===== config.mk =====
export PLATFORM = sky130hd
export DESIGN_NAME = tx_framer
export DESIGN_NICKNAME = d
export VERILOG_FILES = /design/src/rtl/tx_framer.sv
export SDC_FILE = /design/constraint.sdc
export NUM_CORES = 1
export LEC_CHECK = 0
export ABC_CLOCK_PERIOD_IN_PS = 3100
export CORE_AREA = 2 2 60 62
export DETAILED_ROUTE_END_ITERATION = 10
export DIE_AREA = 0 0 62 64
export HOLD_SLACK_MARGIN = 0.05
export PLACE_DENSITY = 0.67
export SLEW_MARGIN = 10
export SYNTH_ARGS = -nofsm -noshare
export SYNTH_HDL_FRONTEND = slang
export SYNTH_SLANG_ARGS = --single-unit

===== constraint.sdc =====
create_clock -name clock -period 3.1 [get_ports clock]
set_input_delay 0.62 -clock clock [delete_from_list [all_inputs] [get_ports clock]]
set_output_delay 0.62 -clock clock [all_outputs]
set_load 0.01 [all_outputs]

===== src/rtl/tx_framer.sv =====
// Serial frame transmitter: start bit, DATA_W payload bits, optional parity, then 1 or 2 stop bits.
// linha, busy and done are registered and computed from the next-state values.
module tx_framer #(
    parameter int unsigned DATA_W       = 16,
    parameter int unsigned CLKS_PER_BIT = 1,
    parameter int unsigned PARITY_EN    = 0,
    parameter int unsigned PARITY_ODD   = 0,
    parameter int unsigned STOP_BITS    = 1,
    parameter int unsigned MSB_FIRST    = 1
) (
    input  logic              clock,
    input  logic              reset,
    input  logic              send,
    input  logic [DATA_W-1:0] palavra,
    output logic              busy,
    output logic              done,
    output logic              linha
);

    localparam int unsigned CW = $clog2(CLKS_PER_BIT + 1);
    localparam int unsigned IW = $clog2(DATA_W + 1);

    if (DATA_W < 1 || DATA_W > 32 || CLKS_PER_BIT < 1 || CLKS_PER_BIT > 65535 ||
        PARITY_EN > 1 || PARITY_ODD > 1 || STOP_BITS < 1 || STOP_BITS > 2 ||
        MSB_FIRST > 1) begin : g_bad_param
        $error("tx_framer: parameter out of legal range");
    end

    typedef enum logic [2:0] {
        IDLE,
        START,
        DATA,
        PARITY,
        STOP
    } state_e;

    state_e            state_q, state_d;
    logic [CW-1:0]     clk_cnt_q, clk_cnt_d;
    logic [IW-1:0]     idx_q, idx_d;
    logic [DATA_W-1:0] sh_q, sh_d;
    logic              par_q, par_d;
    logic              linha_q, linha_d;
    logic              busy_q, busy_d;
    logic              done_q, done_d;
    logic              last_clk_c;
    logic [DATA_W-1:0] sh_next_c;

    function automatic logic cur_bit(input logic [DATA_W-1:0] s);
        return (MSB_FIRST != 0) ? s[DATA_W-1] : s[0];
    endfunction

    assign last_clk_c = (clk_cnt_q == CW'(CLKS_PER_BIT - 1));
    assign sh_next_c  = (MSB_FIRST != 0) ? (sh_q << 1) : (sh_q >> 1);

    always_ff @(posedge clock) begin
        if (reset) begin
            state_q   <= IDLE;
            clk_cnt_q <= '0;
            idx_q     <= '0;
            sh_q      <= '0;
            par_q     <= 1'b0;
            linha_q   <= 1'b1;
            busy_q    <= 1'b0;
            done_q    <= 1'b0;
        end else begin
            state_q   <= state_d;
            clk_cnt_q <= clk_cnt_d;
            idx_q     <= idx_d;
            sh_q      <= sh_d;
            par_q     <= par_d;
            linha_q   <= linha_d;
            busy_q    <= busy_d;
            done_q    <= done_d;
        end
    end

    // Next state; linha_d is the line level of the cycle that state_d describes.
    always_comb begin
        state_d   = state_q;
        clk_cnt_d = clk_cnt_q;
        idx_d     = idx_q;
        sh_d      = sh_q;
        par_d     = par_q;
        linha_d   = 1'b1;
        busy_d    = 1'b0;
        done_d    = 1'b0;
        unique case (state_q)
            IDLE: begin
                if (send) begin
                    sh_d      = palavra;
                    par_d     = (^palavra) ^ (PARITY_ODD != 0);
                    clk_cnt_d = '0;
                    idx_d     = '0;
                    state_d   = START;
                    linha_d   = 1'b0;
                    busy_d    = 1'b1;
                end
            end
            START: begin
                busy_d  = 1'b1;
                linha_d = 1'b0;
                if (last_clk_c) begin
                    clk_cnt_d = '0;
                    state_d   = DATA;
                    linha_d   = cur_bit(sh_q);
                end else begin
                    clk_cnt_d = clk_cnt_q + CW'(1);
                end
            end
            DATA: begin
                busy_d  = 1'b1;
                linha_d = cur_bit(sh_q);
                if (last_clk_c) begin
                    clk_cnt_d = '0;
                    if (idx_q == IW'(DATA_W - 1)) begin
                        idx_d = '0;
                        if (PARITY_EN != 0) begin
                            state_d = PARITY;
                            linha_d = par_q;
                        end else begin
                            state_d = STOP;
                            linha_d = 1'b1;
                        end
                    end else begin
                        idx_d   = idx_q + IW'(1);
                        sh_d    = sh_next_c;
                        linha_d = cur_bit(sh_next_c);
                    end
                end else begin
                    clk_cnt_d = clk_cnt_q + CW'(1);
                end
            end
            PARITY: begin
                busy_d  = 1'b1;
                linha_d = par_q;
                if (last_clk_c) begin
                    clk_cnt_d = '0;
                    state_d   = STOP;
                    linha_d   = 1'b1;
                end else begin
                    clk_cnt_d = clk_cnt_q + CW'(1);
                end
            end
            STOP: begin
                busy_d = 1'b1;
                // idx_q is reused to count stop bits
                if (last_clk_c) begin
                    clk_cnt_d = '0;
                    if (idx_q == IW'(STOP_BITS - 1)) begin
                        idx_d   = '0;
                        state_d = IDLE;
                        busy_d  = 1'b0;
                        done_d  = 1'b1;
                    end else begin
                        idx_d = idx_q + IW'(1);
                    end
                end else begin
                    clk_cnt_d = clk_cnt_q + CW'(1);
                end
            end
            default: state_d = IDLE;
        endcase
    end

    assign linha = linha_q;
    assign busy  = busy_q;
    assign done  = done_q;

endmodule


==> out/metrics.cfg <==
[run_status]
outcome = completed

[logic_synthesis]
async_flop_share = 0
synth-edff-count = 0
ys_types = 37
synth_area_leaders = dfxtp_1 (37%), a211oi_2 (13%), mux2i_1 (11%), nor2_1 (4.9%), buf_6 (3.9%)
avgSynthCellArea_sq_um = 10.21
syn_inst = 142
synth_area_sq_mm = 0.001450
yosysTopAreaCellShare = 0.3727
syn_nets = 165
yosysMostFrequentCell = dfxtp_1
synth_ff_type = dfxtp_1
yosysSeqAreaShare = 0.3727
yosysTopAreaCell = dfxtp_1
synth_common_cells = dfxtp_1 (27), nor2_1 (19), mux2i_1 (16), a211oi_2 (15)
synth_warnings = 0
synth_seq_cells = 27

[setup_path]
path_delay_family = compound AO/OA/AOI/OAI gates
slowest_stage = buf_4
slowest_delay_ns = 0.39
required_ns = 3.34
worst_path_most_repeated_cell = ha_1
crit_arrival_ns = 2.46
start_kind = flop
crit_type = reg2reg
crit_buf_inv = 2
worstPathCellList = ha_1 -> nand3_1 -> inv_1 -> ha_1 -> a2111oi_4 -> buf_4 -> nor2_1 -> a211oi_2
crit_path_end_kind = flop
path_max_fanout = 31

[routing]
detail_route.iter0.violations = 43
post_drt_wl_per_cell_um = 12.14
vias = 1036
post-route-drc-count = 0
drt_wl_total_um = 2500
ant_nets = 0
vias_per_cell = 5.029
first_pass_iters = 4

[timing]
slew_viol_final = 0
hold_viol = 0
slew_headroom = 0.6662
worst_pin_slew_ns = 0.5000
finalSetupViolCount = 0
finClkSkew_ns = 0.003357
fin_tns_setup_ns = 0
min_period_ns = 2.212
rsz0062_at_grt = no
timing.final.crit_share = 0.7136
fmax_ghz = 0.4521

[placed_design]
gp_congestion = 0.7551
place_hpwl_um = 1796
port_buffers = 21

[global_route]
grt.busiest_layer = met2
overflow = 0
grt_util_met2 = 0.2331
grt_max_degree = 32
grt_pass1_vias = 1029
grt_pass1_wl_um = 4305
track_usage = 0.1391
antenna_found_initial = 0
grtUsageMet3 = 0.02429
grt.met1_usage = 0.1773

[hold_path]
worstHoldPathType = reg2reg

[cts]
clk_latency_ns = 0.31
cts_setup_buffers = 0
cts.clk_slew.worst_paths_ns = 0.14
cts_resized = 0
cts_max_path_buffers = 2
numClockSinks = 27
numCtsBuffers = 3
cts_hold_buf = 0
tritoncts = yes
htree_levels = 1
cts_root_buffer = clkbuf_4

[layout]
syn_to_final_growth_pct = 16.31
nets = 184
diodes = 0
final_layout_size_suffix_gt1_frac = 0.1938

[die]
start_util = 0.4415
die_y_um = 64
die_w_um = 62
row_count = 21
core_sq_mm = 0.003284
die_area_sq_mm = 0.003968
io_pins = 22

[job]
drv_cap = 0

[power_and_ir_drop]
p_total_w = 0.0006939
ir_drop_v = 0.0001892
power_leakage_nw = 0.5963
powerDensity_mw_per_mm2 = 411.4

-- where the power goes --
group	switching (W)	internal [W]	total [W]	leakage [nW]
clock network	0.0000981	0.0000502	0.000148	0.0150
logic	0.0000726	0.0000784	0.000151	0.359
registers	0.0000201	0.000375	0.000395	0.223
-- path summary, 6_finish.rpt --
| path | from | to | slack [ns] | cells after the start |
|---|---|---|---|---|
| hold / removal | sh_q[0]$_SDFFE_PP0P_ | sh_q[0]$_SDFFE_PP0P_ | 0.49 | 2 |
| setup / recovery | idx_q[0]$_SDFFE_PP0P_ | sh_q[6]$_SDFFE_PP0P_ | 0.89 | 8 |
| hold reg to reg | sh_q[0]$_SDFFE_PP0P_ | sh_q[0]$_SDFFE_PP0P_ | 0.49 | 2 |
| setup reg to reg | idx_q[0]$_SDFFE_PP0P_ | sh_q[6]$_SDFFE_PP0P_ | 0.89 | 8 |
-- metal layers --
| metal | share of wire | up-vias | routed length (um) |
|---|---|---|---|
| li1 | - | 550 | - |
| met1 | 0.48 | 471 | 1212 |
| met4 | 0.0052 | 0 | 13 |
| met2 | 0.47 | 13 | 1184 |
| met5 | 0 | - | 0 |
| met3 | 0.036 | 2 | 90 |
-- area by class of cell --
class	instances	area, sq um
inverters	6	22.52
repair buffers	25	240.2
fillers	311	1598
well taps	46	57.56
multi-input cells	98	799.5
clock buffers	4	26.28
flip-flops and latches	27	540.5
-- sequential cells by signal, summed over array words and instances (netlist names) --
name     count
busy         1
idx_q        5
done         1
sh_q        16
linha        1
state_q      3
-- placed cells by master (no fill, tap or decap), types with 4 or more instances in the layout --
cell type,instances
a211oi_2,15
a21oi_1,6
buf_4,4
clkdlybuf4s50_1,21
dfxtp_1,27
ha_1,4
inv_1,6
mux2i_1,16
nand2_1,4
nor2_1,19
-- worst register-to-register path, cell delays in order, from the launching register on --
cell and delay, ns:
dfxtp_1 0.37, ha_1 0.26, nand3_1 0.12, inv_1 0.05, ha_1 0.28, a2111oi_4 0.37, buf_4 0.39, nor2_1 0.10
a211oi_2 0.20
-- logic make-up after synthesis --
group,count (synthesis),synth area share
and+or+nand+nor,44,0.1639
AOI/OAI and AO/OA,33,0.2347
DFF,27,0.3727
buffers and inverters,17,0.07592
muxes,17,0.1182
adders and majority gates,4,0.03451
-- metrics by stage --
stage | instances | util | hold WS [ns] | area [sq um] | worst slack, ns
2_1_floorplan | 142 | - | 0.4458 | 1450 | 1.249
6_report | 206 | 0.5135 | 0.4869 | 1687 | 0.8879
3_5_place_dp | 202 | 0.5055 | 0.4693 | 1660 | 0.7382
3_3_place_gp | 202 | 0.5055 | 0.4626 | 1660 | 0.8242
4_1_cts | 206 | 0.5135 | 0.4891 | 1687 | 0.8730
5_1_grt | 206 | 0.5135 | 0.5208 | 1687 | 0.6863
Note: power is estimated with default switching activity, not from simulation.
